File: src/rtl/instr_fetch_unit_pkg.sv
// Shared RISC pipeline definitions: opcode encodings, instruction field
// positions, bubble encoding and the fetch state enum. Decode and the hazard
// unit reuse these.
package riscPkg;

  localparam int OPCODE_MSB = 31;
  localparam int OPCODE_LSB = 26;
  localparam int IMM_MSB    = 15;
  localparam int IMM_LSB    = 0;

  localparam logic [5:0] OP_JUMP = 6'b010101;
  localparam logic [5:0] OP_BRA  = 6'b010110;

  // Encoding used for bubbles and flushed slots.
  localparam logic [31:0] NOP_WORD = 32'h0000_0000;

  typedef enum logic [0:0] {
    RUN  = 1'b0,
    HALT = 1'b1
  } fetch_state_t;

endpackage

File: src/rtl/instr_fetch_unit_if.sv
// Bundle between the fetch unit and its surroundings: instruction-memory
// address/data, hazard and branch inputs, IF/ID register outputs, status.
//
// Transfer rule: ifid_instr/ifid_pc carry a real instruction exactly when
// ifid_valid is 1; with ifid_valid 0 the slot is a bubble (NOP_WORD).
// stall is the only backpressure: while it is 1 (and no br_taken) the IF/ID
// register and PC hold, so decode sees the same slot again. br_taken is a
// one-cycle command qualified by itself; br_target is only looked at then.
interface instr_fetch_unit_if;
  import riscPkg::*;

  logic [31:0]  imem_addr;
  logic [31:0]  imem_data;
  logic         stall;
  logic         br_taken;
  logic [31:0]  br_target;
  logic [31:0]  ifid_instr;
  logic [31:0]  ifid_pc;
  logic         ifid_valid;
  logic         halted;
  logic [31:0]  fetch_count;
  fetch_state_t state;

  // Fetch unit side.
  modport master (
    output imem_addr,
    input  imem_data,
    input  stall,
    input  br_taken,
    input  br_target,
    output ifid_instr,
    output ifid_pc,
    output ifid_valid,
    output halted,
    output fetch_count,
    output state
  );

  // Memory / pipeline side.
  modport slave (
    input  imem_addr,
    output imem_data,
    output stall,
    output br_taken,
    output br_target,
    input  ifid_instr,
    input  ifid_pc,
    input  ifid_valid,
    input  halted,
    input  fetch_count,
    input  state
  );

endinterface

File: src/rtl/instr_fetch_unit_predecode.sv
// Combinational predecode of the fetched word: spots unconditional jumps so
// the PC can be redirected in the same cycle the jump is fetched.
module fetch_predecode
  import riscPkg::OP_JUMP;
(
  input  logic [5:0]  opcode,
  input  logic [15:0] imm16,
  output logic        is_jump,
  output logic [31:0] jump_target
);

  // Jump target is the zero-extended 16-bit word index.
  always_comb begin
    is_jump     = (opcode == OP_JUMP);
    jump_target = {16'h0000, imm16};
  end

endmodule

File: src/rtl/instr_fetch_unit.sv
// Instruction fetch stage: owns the PC, addresses the combinational
// instruction memory, loads the IF/ID register, and handles stalls, taken
// branches (one-bubble flush) and predecoded jumps (zero bubbles).
module instr_fetch_unit
  import riscPkg::fetch_state_t, riscPkg::RUN, riscPkg::HALT,
         riscPkg::OPCODE_MSB, riscPkg::OPCODE_LSB,
         riscPkg::IMM_MSB, riscPkg::IMM_LSB;
#(
  parameter logic [31:0] RESET_PC   = 32'd0,
  parameter int          IMEM_DEPTH = 32,
  parameter logic [31:0] NOP_WORD   = riscPkg::NOP_WORD
) (
  input  logic               clk,
  input  logic               rst,
  instr_fetch_unit_if.master fif
);

  localparam logic [31:0] DEPTH_W = 32'(IMEM_DEPTH);

  fetch_state_t state_q, state_d;
  logic [31:0]  pc_q, pc_d;
  logic [31:0]  instr_q, instr_d;
  logic [31:0]  ipc_q, ipc_d;
  logic         valid_q, valid_d;
  logic [31:0]  count_q, count_d;

  logic         is_jump;
  logic [31:0]  jump_target;
  logic         pc_oob;
  logic         advance;

  fetch_predecode u_predecode (
    .opcode      (fif.imem_data[OPCODE_MSB:OPCODE_LSB]),
    .imm16       (fif.imem_data[IMM_MSB:IMM_LSB]),
    .is_jump     (is_jump),
    .jump_target (jump_target)
  );

  assign pc_oob = (pc_q >= DEPTH_W);
  // A real fetch happens only in RUN with an in-range PC and no stall/flush.
  assign advance = !fif.br_taken && !fif.stall && (state_q == RUN) && !pc_oob;

  // State and datapath registers; reset clears immediately.
  always_ff @(posedge clk or posedge rst) begin
    if (rst) begin
      state_q <= RUN;
      pc_q    <= RESET_PC;
      instr_q <= NOP_WORD;
      ipc_q   <= 32'd0;
      valid_q <= 1'b0;
      count_q <= 32'd0;
    end else begin
      state_q <= state_d;
      pc_q    <= pc_d;
      instr_q <= instr_d;
      ipc_q   <= ipc_d;
      valid_q <= valid_d;
      count_q <= count_d;
    end
  end

  // Next state: a taken branch always restarts fetch; otherwise running off
  // the end of memory halts.
  always_comb begin
    state_d = state_q;
    if (fif.br_taken) begin
      state_d = RUN;
    end else if (!fif.stall && (state_q == RUN) && pc_oob) begin
      state_d = HALT;
    end
  end

  // Datapath next values in priority order: branch, stall, halt, out of
  // range, jump, sequential.
  always_comb begin
    pc_d    = pc_q;
    instr_d = instr_q;
    ipc_d   = ipc_q;
    valid_d = valid_q;
    count_d = count_q;
    if (fif.br_taken) begin
      pc_d    = fif.br_target;
      instr_d = NOP_WORD;
      valid_d = 1'b0;
    end else if (fif.stall) begin
      // hold everything
    end else if ((state_q == HALT) || pc_oob) begin
      instr_d = NOP_WORD;
      valid_d = 1'b0;
    end else begin
      instr_d = fif.imem_data;
      ipc_d   = pc_q;
      valid_d = 1'b1;
      pc_d    = is_jump ? jump_target : (pc_q + 32'd1);
    end
    if (advance && (count_q != 32'hFFFF_FFFF)) begin
      count_d = count_q + 32'd1;
    end
  end

  // Outputs are straight register views; memory address is the live PC.
  always_comb begin
    fif.imem_addr   = pc_q;
    fif.ifid_instr  = instr_q;
    fif.ifid_pc     = ipc_q;
    fif.ifid_valid  = valid_q;
    fif.halted      = (state_q == HALT);
    fif.fetch_count = count_q;
    fif.state       = state_q;
  end

endmodule

File: src/flat_wrapper.sv
// flat-port wrapper written by rule: the top's interface ports become plain ports
module instr_fetch_unit_flat import riscPkg::fetch_state_t, riscPkg::RUN, riscPkg::HALT,
         riscPkg::OPCODE_MSB, riscPkg::OPCODE_LSB,
         riscPkg::IMM_MSB, riscPkg::IMM_LSB;
#(
  parameter logic [31:0] RESET_PC   = 32'd0,
  parameter int          IMEM_DEPTH = 32,
  parameter logic [31:0] NOP_WORD   = riscPkg::NOP_WORD
)
  (clk, rst, fif_imem_addr, fif_imem_data, fif_stall, fif_br_taken, fif_br_target, fif_ifid_instr, fif_ifid_pc, fif_ifid_valid, fif_halted, fif_fetch_count, fif_state);
  instr_fetch_unit_if fif_i ();
  input  logic clk;
  input  logic rst;
  output wire logic [$bits(fif_i.imem_addr)-1:0] fif_imem_addr;
  input wire logic [$bits(fif_i.imem_data)-1:0] fif_imem_data;
  input wire logic [$bits(fif_i.stall)-1:0] fif_stall;
  input wire logic [$bits(fif_i.br_taken)-1:0] fif_br_taken;
  input wire logic [$bits(fif_i.br_target)-1:0] fif_br_target;
  output wire logic [$bits(fif_i.ifid_instr)-1:0] fif_ifid_instr;
  output wire logic [$bits(fif_i.ifid_pc)-1:0] fif_ifid_pc;
  output wire logic [$bits(fif_i.ifid_valid)-1:0] fif_ifid_valid;
  output wire logic [$bits(fif_i.halted)-1:0] fif_halted;
  output wire logic [$bits(fif_i.fetch_count)-1:0] fif_fetch_count;
  output wire logic [$bits(fif_i.state)-1:0] fif_state;
  assign fif_imem_addr = fif_i.imem_addr;
  assign fif_i.imem_data = fif_imem_data;
  assign fif_i.stall = fif_stall;
  assign fif_i.br_taken = fif_br_taken;
  assign fif_i.br_target = fif_br_target;
  assign fif_ifid_instr = fif_i.ifid_instr;
  assign fif_ifid_pc = fif_i.ifid_pc;
  assign fif_ifid_valid = fif_i.ifid_valid;
  assign fif_halted = fif_i.halted;
  assign fif_fetch_count = fif_i.fetch_count;
  assign fif_state = fif_i.state;
  instr_fetch_unit #(.RESET_PC(RESET_PC), .IMEM_DEPTH(IMEM_DEPTH), .NOP_WORD(NOP_WORD)) u_core (.clk(clk), .rst(rst), .fif(fif_i));
endmodule
File: config.mk
export PLATFORM = sky130hd
export DESIGN_NAME = instr_fetch_unit_flat
export DESIGN_NICKNAME = d
export VERILOG_FILES = /design/src/rtl/instr_fetch_unit_pkg.sv /design/src/rtl/instr_fetch_unit_if.sv /design/src/rtl/instr_fetch_unit_predecode.sv /design/src/rtl/instr_fetch_unit.sv /design/src/flat_wrapper.sv
export SDC_FILE = /design/constraint.sdc
export NUM_CORES = 1
export LEC_CHECK = 0
export BUFFER_PORTS_ARGS = -buffer_cell sky130_fd_sc_hd__buf_4
export CORE_UTILIZATION = 45
export CTS_CLUSTER_SIZE = 8
export DETAILED_ROUTE_END_ITERATION = 16
export GPL_ROUTABILITY_DRIVEN = 0
export HOLD_SLACK_MARGIN = 0.12
export PLACE_DENSITY_LB_ADDON = 0.12
export SYNTH_ARGS = -nofsm -noshare
export SYNTH_HDL_FRONTEND = slang
export SYNTH_SLANG_ARGS = --single-unit
export TNS_END_PERCENT = 10
File: constraint.sdc
create_clock -name clk -period 11.2 [get_ports clk]
set_input_delay 3.36 -clock clk [delete_from_list [all_inputs] [get_ports clk]]
set_output_delay 3.36 -clock clk [all_outputs]
set_load 0.005 [all_outputs]
==> reports/qor.yml <==
synth.top_cell.area_share_pct: 58.6
cts_setup_buffers: 0
via_per_inst: 5.38
ioPinCount: 199
cts_resized: 0
cp-end-kind: "flip-flop"
reg2reg_to: "u_core.fif.fetch_count[1]$_DFFE_PP0P_"
async_flop_share_pct: 100
min_path_type: "flip-flop to flip-flop"
crit_slowest_cell: "buf_4"
vias: 4397
dieHeight_um: 113
criticalPathCategory: "primary input to flip-flop"
clock-skew-final_ns: 0.00550
cts_tree: "built"
cp-start-kind: "primary input"
insertion_delay_ns: 0.41
post-synth-top-count-cell: "dfrtp_1"
dieArea_mm2: 0.0128
synth_ff_type: "dfrtp_1"
synth_top_area_cell: "dfrtp_1"
slowest_delay_ns: 0.76
grt_pass1_vias: 4382
crit_path_frequent_cell: "buf_4"
htreeDepth: 4
finalSetupViolCount: 0
finalMaxSlewViolations: 0
syn_to_final_growth_pct: 39.2
syn_nets: 534
num_rows: 40
dp.cells: 786
status: "completed"
layout-drive-gt1-share_pct: 39.6
cap_violations: 0
die_x_um: 113
clock-root-buffer: "clkbuf_16"
firstDrtPassIters: 4
critPathTopFamily: "simple AND/OR/NAND/NOR gates"
r2r_cells: 6
grt_max_degree: 79
rsz0062_at_grt: "no"
place_ws_ns: 4.98
cts.sinks: 130
drc_errors: 0
worstPathMaxFanout: 78
overflow: 0
r2r-start: "u_core.fif.imem_addr[26]$_DFFE_PP0P_"
hold_end: "u_core.fif.ifid_valid$_DFFE_PP0P_"
worstHoldPathCells: 1
portBuffers: 198
initial_utilization_pct: 46.2
path_buf_inv: 2
grt_pass1_wl_mm: 22.7
cts_buffer_depth: 2
crit_chain: "buf_4 > or3_1 > nor3_4 > buf_4 > nand2_1 > mux2_2"
setup_slack_ns: 5.39
setup_tns_ns: 0
finalCriticalPeriod_ns: 5.81
cts_hold_buf: 0
tightest_slew_ns: 1.12
syn_area_per_cell_um2: 12.0
synth_seq_cells: 130
whs_ns: 0.493
seq_area_frac_synth_pct: 58.6
cts.reportedPaths.clkPinSlew_ns: 0.06
cp.arrival_ns: 6.11
powerDensity_mw_per_mm2: 145
layoutNonFillerInstCount: 818
max-slew-margin-rel_pct: 24.8
syn_area_mm2: 0.00555
synth_edf_count: 0
hpwl_mm: 9.75
hp-start: "u_core.fif.ifid_valid$_DFFE_PP0P_"
antenna_cells: 0
drt-total-wl_mm: 14.2
utilization_pct: 64.3
track_usage_pct: 22.9
ys.warnings.count: 0
core-area_mm2: 0.0120
yosysUniqueCellTypes: 42
fmax_ghz: 0.172
peakVddDrop_mv: 0.113
antenna_found_initial: 0
p_leak_uw: 0.00381
synth_area_leaders: "dfrtp_1 59%, mux2_2 5.5%, xnor2_1 5.2%"
wire_per_inst_um: 17.3
finalHoldViolCount: 0
reg2reg_slack_ns: 7.75
cts_inserted_buffers: 17
fin_nets: 729
synthTopCellsByCount: "130 x dfrtp_1, 38 x nor2b_1, 33 x xnor2_1"
fillCellCount: 977
fin_crit_sh_pct: 51.9
cp.required_ns: 11.50
drt_iter0_drc: 280
netlist_instances: 463
drtAntennaViolNets: 0
layout by cell type (no fill, tap or decap), types with 3 or more instances in the layout:
master     count
nor3_1         5
and4_1         7
nor4_1         9
inv_1          8
nor2b_1       37
ha_1           3
o21ai_0        4
a22o_1        32
dfrtp_1      130
xnor2_1       33
mux2_2        27
clkinv_2       6
mux2i_1        4
nand4_1       29
and2_1         5
and3_1        10
nand3_1       27
nand2_1       14
nor2_1        17
a21oi_1       12
clkbuf_16     17
clkbuf_8       4
buf_4        202
metrics by stage:
step,power [µW],cell area [µm²]
after floorplan,533,5550
after global routing,1160,7730
final,1120,7730
after CTS,1130,7730
after detailed placement,582,7140
after global placement,579,7140
state kept, by name, indices dropped and copies added (netlist names):
register,flops
u_core.fif.ifid_instr,32
u_core.fif.fetch_count,32
u_core.fif.ifid_valid,1
u_core.fif.ifid_pc,32
u_core.fif.halted,1
u_core.fif.imem_addr,32
metal layers:
| layer | vias up | GRT usage [%] | share of wire (%) |
|---|---|---|---|
| li1 | 2060 | - | - |
| met1 | 2165 | 29.1 | 43 |
| met2 | 154 | 37.5 | 49 |
| met3 | 18 | 6.05 | 5.5 |
| met4 | 0 | 8.77 | 1.7 |
| met5 | - | 0 | 0 |
how the worst max path moves through the flow:
stage / startpoint / endpoint / slack [ns] / cells after the start
5_1_grt: fif_br_taken / u_core.fif.fetch_count[1]$_DFFE_PP0P_ / 5.24 / 6
3_5_place_dp: fif_br_taken / u_core.fif.fetch_count[1]$_DFFE_PP0P_ / 4.98 / 6
4_1_cts: fif_br_taken / u_core.fif.fetch_count[1]$_DFFE_PP0P_ / 5.45 / 6
6_report: fif_br_taken / u_core.fif.fetch_count[1]$_DFFE_PP0P_ / 5.39 / 6
2_1_floorplan: rst / u_core.fif.fetch_count[0]$_DFFE_PP0P_ / 4.37 / 1
3_3_place_gp: fif_br_taken / u_core.fif.fetch_count[1]$_DFFE_PP0P_ / 5.09 / 6
power by group:
part	switching, µW	internal (µW)
combinational	33.9	43.8
clock	200	349
sequential	13.2	482
total	247	874
area by class of cell:
cell class | count | area, µm² | share of cell area (%)
Multi-Input combinational cell | 298 | 2140 | 27.8
Tap cell | 147 | 184 | 2.38
Clock inverter | 10 | 106 | 1.38
Timing Repair Buffer | 202 | 1520 | 19.6
Sequential cell | 130 | 3250 | 42.1
Clock buffer | 22 | 484 | 6.27
Inverter | 9 | 38.8 | 0.502
kinds of logic after synthesis:
kind of cell             Yosys count  synth area share [%]
AND/OR/NAND/NOR                  171                  18.2
flip-flops                       130                  58.6
AO/OA/AOI/OAI                     59                  8.11
buffers and inverters             35                  2.82
XOR/XNOR                          34                  5.36
multiplexers                      31                  6.20
adder cells (fa/ha/maj)            3                 0.676
worst reg2reg max path, cell delays in order (launching register included):
cell     delay [ns]
dfrtp_1        0.39
or4_4          0.57
or3_1          0.37
nor3_4         0.64
buf_4          0.76
nand2_1        0.28
mux2_2         0.32
Note: power is estimated with default switching activity, not from simulation.
